$ cat src/rtl/vec_collect_pkg.sv
`default_nettype none
// ============================================================================
//  Module      : vec_collect_pkg
//  Description : Shared widths, helpers and constants for the vector collector
//                and its output holding register.
//  Revision    : 1.0 - initial release
// ============================================================================
package vec_collect_pkg;

    // Widest float format the zero constant covers.
    localparam int MAX_FW = 128;

    // +0.0 is all-zero bits in any IEEE-style format; slice to the needed width.
    localparam logic [MAX_FW-1:0] FLOAT_POS_ZERO = '0;

    // Total float width: sign + exponent + mantissa.
    function automatic int float_width(input int exp_w, input int man_w);
        return 1 + exp_w + man_w;
    endfunction

    // LSB position of a lane inside a packed vector word.
    function automatic int lane_lsb(input int lane, input int fw);
        return lane * fw;
    endfunction

    // Ceiling log2, clog2(1) = 0.
    function automatic int clog2(input int value);
        int r;
        r = 0;
        for (int p = 1; p < value; p = p * 2) begin
            r = r + 1;
        end
        return r;
    endfunction

    // Counter width that never collapses to zero bits.
    function automatic int cnt_width(input int n);
        return (n > 1) ? clog2(n) : 1;
    endfunction

endpackage : vec_collect_pkg
`default_nettype wire

$ cat src/rtl/vec_hold_reg.sv
`default_nettype none
// ============================================================================
//  Module      : vec_hold_reg
//  Description : Registered valid/ready output stage. A load captures data and
//                raises valid; valid drops after a consume with no new load.
//                Data is never cleared by a consume.
//  Revision    : 1.0 - initial release
// ============================================================================
module vec_hold_reg #(
    parameter int WIDTH = 32
) (
    input  logic             clk_i,
    input  logic             rst_i,
    input  logic             load_i,
    input  logic [WIDTH-1:0] data_i,
    input  logic             ready_i,
    output logic [WIDTH-1:0] data_o,
    output logic             valid_o
);

    logic [WIDTH-1:0] data_q, data_d;
    logic             valid_q, valid_d;

    // Next state: a load wins over a drain so drain+complete keeps valid high.
    always_comb begin
        data_d  = data_q;
        valid_d = valid_q && !ready_i;
        if (load_i) begin
            data_d  = data_i;
            valid_d = 1'b1;
        end
    end

    // Holding register with asynchronous reset.
    always_ff @(posedge clk_i or posedge rst_i) begin
        if (rst_i) begin
            data_q  <= '0;
            valid_q <= 1'b0;
        end else begin
            data_q  <= data_d;
            valid_q <= valid_d;
        end
    end

    assign data_o  = data_q;
    assign valid_o = valid_q;

endmodule : vec_hold_reg
`default_nettype wire

$ cat src/rtl/vec_collect.sv
`default_nettype none
// ============================================================================
//  Module      : vec_collect
//  Description : Packs VEC_SIZE consecutive scalar floats into one vector word
//                behind a registered valid/ready output. Lane 0 = first
//                arrival (LSBs). Fill register + holding register give full
//                throughput. Optional macro VEC_COLLECT_FLUSH_EN adds a flush
//                input emitting a zero-padded partial vector and an out_lanes
//                output giving the number of filled lanes.
//  Revision    : 1.0 - initial release
// ============================================================================
module vec_collect
    import vec_collect_pkg::*;
#(
    parameter int EXP_WIDTH      = 8,
    parameter int MANTISSA_WIDTH = 23,
    parameter int VEC_SIZE       = 4
) (
    input  logic                                            clk,
    input  logic                                            rst,
`ifdef VEC_COLLECT_FLUSH_EN
    input  logic                                            flush,
    output logic [clog2(VEC_SIZE+1)-1:0]                    out_lanes,
`endif
    input  logic [EXP_WIDTH+MANTISSA_WIDTH:0]               in_data,
    input  logic                                            in_valid,
    output logic                                            in_ready,
    output logic [VEC_SIZE*(1+EXP_WIDTH+MANTISSA_WIDTH)-1:0] out_data,
    output logic                                            out_valid,
    input  logic                                            out_ready
);

    localparam int FW      = float_width(EXP_WIDTH, MANTISSA_WIDTH);
    localparam int VW      = VEC_SIZE * FW;
    localparam int CNT_W   = cnt_width(VEC_SIZE);
    localparam int LANES_W = clog2(VEC_SIZE + 1);
`ifdef VEC_COLLECT_FLUSH_EN
    localparam int HW      = VW + LANES_W;
`else
    localparam int HW      = VW;
`endif
    localparam logic [CNT_W-1:0] LAST_LANE = CNT_W'(VEC_SIZE - 1);

    logic [CNT_W-1:0] count_q, count_d;
    logic [VW-1:0]    fill_q, fill_d;
    logic [VW-1:0]    w_packed;
    logic [HW-1:0]    w_hold_in;
    logic [HW-1:0]    w_hold_out;
    logic             w_accept;
    logic             w_last;
    logic             w_complete;
    logic             w_load;

    assign w_last     = (count_q == LAST_LANE);
    // Stall only when the completing element would overwrite a held, non-draining vector.
    assign in_ready   = !rst && !(w_last && out_valid && !out_ready);
    assign w_accept   = in_valid && in_ready;
    assign w_complete = w_accept && w_last;

    // Fill register with the incoming element dropped into its lane.
    always_comb begin
        w_packed = fill_q;
        if (w_accept) begin
            for (int i = 0; i < VEC_SIZE; i++) begin
                if (count_q == CNT_W'(i)) begin
                    w_packed[lane_lsb(i, FW) +: FW] = in_data;
                end
            end
        end
    end

`ifdef VEC_COLLECT_FLUSH_EN
    logic [LANES_W-1:0] w_cnt_after;
    logic               w_hold_free;
    logic               w_flush_take;

    // Flush acts on the fill state after this cycle's element is packed.
    assign w_cnt_after  = LANES_W'(count_q) + LANES_W'(w_accept);
    assign w_hold_free  = !out_valid || out_ready;
    assign w_flush_take = flush && w_hold_free && !w_complete && (w_cnt_after != '0);
    assign w_load       = w_complete || w_flush_take;
    assign w_hold_in    = {(w_complete ? LANES_W'(VEC_SIZE) : w_cnt_after), w_packed};
    assign out_lanes    = w_hold_out[VW +: LANES_W];
`else
    assign w_load       = w_complete;
    assign w_hold_in    = w_packed;
`endif

    // Fill-side next state: emitting a vector restarts at lane 0 with +0.0 lanes,
    // which is what makes flushed partial vectors zero-padded.
    always_comb begin
        count_d = count_q;
        fill_d  = fill_q;
        if (w_load) begin
            count_d = '0;
            for (int i = 0; i < VEC_SIZE; i++) begin
                fill_d[lane_lsb(i, FW) +: FW] = FLOAT_POS_ZERO[FW-1:0];
            end
        end else if (w_accept) begin
            count_d = count_q + CNT_W'(1);
            fill_d  = w_packed;
        end
    end

    // Fill counter and fill register; reset discards any partial vector.
    always_ff @(posedge clk or posedge rst) begin
        if (rst) begin
            count_q <= '0;
            fill_q  <= '0;
        end else begin
            count_q <= count_d;
            fill_q  <= fill_d;
        end
    end

    vec_hold_reg #(
        .WIDTH (HW)
    ) u_hold (
        .clk_i   (clk),
        .rst_i   (rst),
        .load_i  (w_load),
        .data_i  (w_hold_in),
        .ready_i (out_ready),
        .data_o  (w_hold_out),
        .valid_o (out_valid)
    );

    assign out_data = w_hold_out[VW-1:0];

endmodule : vec_collect
`default_nettype wire
$ cat config.mk
export PLATFORM = sky130hd
export DESIGN_NAME = vec_collect
export DESIGN_NICKNAME = d
export VERILOG_FILES = /design/src/rtl/vec_collect_pkg.sv /design/src/rtl/vec_hold_reg.sv /design/src/rtl/vec_collect.sv
export SDC_FILE = /design/constraint.sdc
export NUM_CORES = 1
export LEC_CHECK = 0
export CAP_MARGIN = 30
export CELL_PAD_IN_SITES_DETAIL_PLACEMENT = 0
export CELL_PAD_IN_SITES_GLOBAL_PLACEMENT = 1
export CORE_MARGIN = 2
export CORE_UTILIZATION = 40
export DETAILED_ROUTE_END_ITERATION = 12
export GPL_ROUTABILITY_DRIVEN = 1
export PLACE_DENSITY_LB_ADDON = 0.1
export SETUP_SLACK_MARGIN = 0.05
export SLEW_MARGIN = 20
export SYNTH_ARGS = -nofsm -noshare
export SYNTH_HDL_FRONTEND = slang
export SYNTH_SLANG_ARGS = --single-unit
$ cat constraint.sdc
create_clock -name clk -period 13.99 [get_ports clk]
set_clock_uncertainty 0.15 [all_clocks]
set_input_delay 3.4975 -clock clk [delete_from_list [all_inputs] [get_ports clk]]
set_output_delay 3.4975 -clock clk [all_outputs]
set_load 0.03 [all_outputs]
### Yosys cells after proc, flatten, opt, wreduce, memory -nomap -nowiden

Cells that the tools add are included.

* register bits after elaboration: 259
* bits of input ports: 36

* equal/unequal tests: 3
* multiplexer cells: 10
* reduce and logical (&&, ||, !) cells: 11
* $add $sub $neg: 1

Operators by type and width (count)
* 2-to-1 mux 128 bit: 3
* 2-to-1 mux 32 bit: 4
* logical AND 1 bit: 6
* == test 2 bit, second input constant: 2
* 2-to-1 mux 2 bit: 2
* logical NOT 1 bit: 3
* adder 2 x 1 -> 2 bit, second input constant: 1
* == test 2 x 1 -> 1 bit, second input constant: 1
* logical NOT 2 bit: 1
* nonzero test 2 bit: 1
* 2-to-1 mux 1 bit: 1

### Longest topological paths before layout

* word-level depth: 9
* gate-level depth with buffers: 7
* mapped depth without buffers: 4

### Hierarchy

Synthesis repeated with hierarchy kept, for this count alone.

* cells, all modules: 861
* area total of the unflattened synthesis: 11071.9 um2

Modules (own cells, without submodules)
* vec_collect: times used 1, cells an instance 587, area an instance 6236.0 um2
* vec_hold_reg: times used 1, cells an instance 274, area an instance 4835.9 um2

### Worst setup path after synthesis

OpenSTA, ideal clock, no wires.

* path kind: input port to output port
* from: input port rst
* to: output port in_ready
* data required time: 10.342 ns
* path buffers: 0
* slack: 1.452 ns
* arrival time: 8.891 ns
* cell stages on the path: 2
* cell sequence: inv_1 -> and2_1

* cells in the longest elaborated chain, start to end: 2

RTL lines
* start, declared: line vec_collect.sv:20 `input logic rst,`
* logical NOT 1 bit (no line)
* logical AND 1 bit: line vec_collect.sv:56 `assign in_ready = !rst && !(w_last && out_valid && !out_ready);`
* end, declared: line vec_collect.sv:27 `output logic in_ready,`

Every way passes these cells.

### Worst setup path after layout

Same ends and word-level chain as after synthesis.

==> results.cfg <==
[layout]
final_nets = 847
area_delta_synth_final_pct = 29.6
drive_gt1_share_pct = 35.3

[setup_path]
crit_required_ns = 10.34
cp_slowest_stage_delay_ns = 0.67
crit_family = buffers and inverters
worstSetupPathType = input pin to primary output
worst_path_max_delay_cell = clkdlybuf4s50_1
critPathBufInv = 3
cp_max_fo = 116
start_kind = input pin
path_common_cell = clkdlybuf4s50_1
end_kind = primary output
crit_arrival_ns = 5.45
worstPathCellList = clkdlybuf4s50_1 > inv_8 > and2_1 > clkdlybuf4s50_1

[die]
ios = 166
die_width_um = 162
dieHeight_um = 162
row_count = 57
initial_core_util_pct = 40.8
fp.coreArea_um2 = 24300
die_area_um2 = 26100

[pwr]
p_sw_uw = 1210
power.share.clock_pct = 22.0
intPower_uw = 2230
comb_power_share_pct = 45.4
power_density_nw_per_um2 = 268
leakagePower_uw = 0.00597
p_sw_share_pct = 35.2
p_seq_share_pct = 32.6
vdd_ir_drop_max_v = 0.000117

[synth]
synth_edf_count = 0
ys_seq_area_share_pct = 57.2
synth_seq_cells = 227
synth_top_area_cell = dfrtp_1
syn_area_um2 = 9930
synth_commonest_cells = dfrtp_1, mux2_2, a22o_1, mux2_4, nor2b_1
synthesis.instances = 655
yosys-top-cells-area = dfrtp_1, mux2_2, mux2_4
yosysTopAreaCellShare_pct = 57.2
yosys.cell_types.count = 18
synth_async_sr_flop_share_pct = 100
avgSynthCellArea_um2 = 15.2
yosysWarnings = 0
synth_nets = 695
yosys_most_used_dff = dfrtp_1
synth.most_common_cell = dfrtp_1

[placed_design]
dpl.hpwl_mm = 14.5
globalplace.congestion = 0.747
preCtsSetupSlack_ns = 4.78
port_buffers = 165

[grt]
antenna_found_initial = 1
grtUsageTotal_pct = 19.0
grt_pass1_vias = 6755
gr-total-overflow = 0
grt_pass1_wl_mm = 39.2
grt_max_degree = 117

[cts]
cts_resized = 0
cts_buffers = 25
cts_max_level = 1
insertion_delay_ns = 0.52
cts_tree = yes
cts_sinks = 227
ctsRootBufferMaster = clkbuf_16
clkTransAtPathRegs_ns = 0.06
post_cts_buffers = 0
clockBufferDepth = 3
holdBufCountCts = 0

[sta]
min_period_ns = 9.10
fin_ws_ns = 4.89
worstMarginPinSlew_ns = 0.905
relSlewSlack_pct = 39.7
setup_tns_ns = 0
fin_crit_sh_pct = 65.0
finalHoldViolCount = 0
rsz0062_at_grt = no
slew_violations = 0
setup_viol = 0
clock.fmax_mhz = 110

[drt]
drt_pass1_iterations = 4
drt-total-wl_mm = 24.4
postRouteAntennaNets = 0
wl_per_cell_um = 21.2
drt_iter0_drc = 241
met1_length_mm = 11.0
top_layer = met4
wl_met2_mm = 11.4
vias = 6125
wl_met3_mm = 1.65
vias_per_cell = 5.33
drc_errors = 0

[status]
status = completed

[job]
max_cap_violations = 0

[worst_hold_path]
hp-class = flip-flop to flip-flop
[logic make-up after synthesis]
logic type | Yosys count | synth area share [%]
mux | 226 | 27.8
compound gates | 99 | 8.70
fa+ha+maj | 4 | 0.504
buf+inv | 56 | 3.01
flops | 227 | 57.2
simple gates | 43 | 2.76
[path summary, 6_finish.rpt]
kind | start | end | slack [ns] | cells past startpoint
worst max-delay path | rst | in_ready | 4.89 | 4
worst min-delay path | fill_q[76]$_DFFE_PP0P_ | fill_q[76]$_DFFE_PP0P_ | 0.35 | 1
worst max register to register | count_q[0]$_DFFE_PP0P_ | u_hold.data_o[2]$_DFFE_PP0P_ | 11.00 | 6
worst min register to register | fill_q[76]$_DFFE_PP0P_ | fill_q[76]$_DFFE_PP0P_ | 0.35 | 1
max in group asynchronous | rst | fill_q[84]$_DFFE_PP0P_ | 9.00 | 3
min in group asynchronous | rst | u_hold.data_o[89]$_DFFE_PP0P_ | 3.38 | 2
[cells in the final DEF (no fill, tap or decap), types with 3 or more instances in the layout]
| cell type | netlist | layout |
|---|---|---|
| clkbuf_8 | 0 | 3 |
| mux2_2 | 169 | 169 |
| clkdlybuf4s50_1 | 0 | 165 |
| dfrtp_1 | 227 | 227 |
| nor2b_1 | 33 | 33 |
| a22o_1 | 96 | 96 |
| o211ai_1 | 3 | 3 |
| bufinv_16 | 0 | 8 |
| and3_2 | 0 | 3 |
| buf_12 | 0 | 5 |
| mux2_4 | 57 | 57 |
| clkinv_2 | 0 | 3 |
| ha_2 | 0 | 4 |
| buf_4 | 0 | 7 |
| clkbuf_16 | 0 | 25 |
| clkinvlp_4 | 0 | 3 |
[registers in the layout, summed over array words and instances (netlist names)]
register,cells
u_hold.data_o,128
fill_q,96
count_q,2
u_hold.valid_o,1
[power groups by stage]
stage               logic, uW  clock network (uW)  registers (uW)
floorplan                 677                   0            1440
global placement         1530                   0            1120
detailed placement       1570                   0            1130
CTS                      1580                 775            1130
global route             1650                 807            1160
finish                   1570                 759            1120
[worst register-to-register path, delay by kind of cell (launching register included)]
family | cells | cell delay, ns
buffers and inverters | 3 | 1.03
and+or+nand+nor | 1 | 0.49
adders and majority gates | 1 | 0.46
DFF | 1 | 0.41
muxes | 1 | 0.34
[cell type report]
class / instances / area [um^2]
Multi-Input combinational cell: 372 / 3960
Sequential cell: 227 / 5680
Antenna cell: 1 / 2.50
Clock inverter: 15 / 287
Tap cell: 324 / 405
Clock buffer: 30 / 674
Inverter: 3 / 18.8
Fill cell: 1997 / 11500
Timing Repair Buffer: 178 / 1830
[stage by stage]
stage | power [uW] | instances | util (%) | hold slack [ns] | cell area [um^2]
final | 3450 | 1150 | 52.9 | 0.345 | 12900
after global routing | 3620 | 1149 | 52.9 | 0.352 | 12900
after CTS | 3480 | 1147 | 52.7 | 0.350 | 12800
after detailed placement | 2700 | 1102 | 48.8 | 0.327 | 11900
after global placement | 2650 | 1098 | 48.4 | 0.329 | 11800
after floorplan | 2110 | 655 | - | 0.312 | 9930
[per-layer routing]
layer | vias up | GRT usage [%]
li1 | 2704 | -
met1 | 3192 | 26.0
met2 | 194 | 31.0
met3 | 35 | 4.16
met4 | 0 | 4.34
met5 | - | 0
No activity file was read; power rests on OpenSTA's default activity.
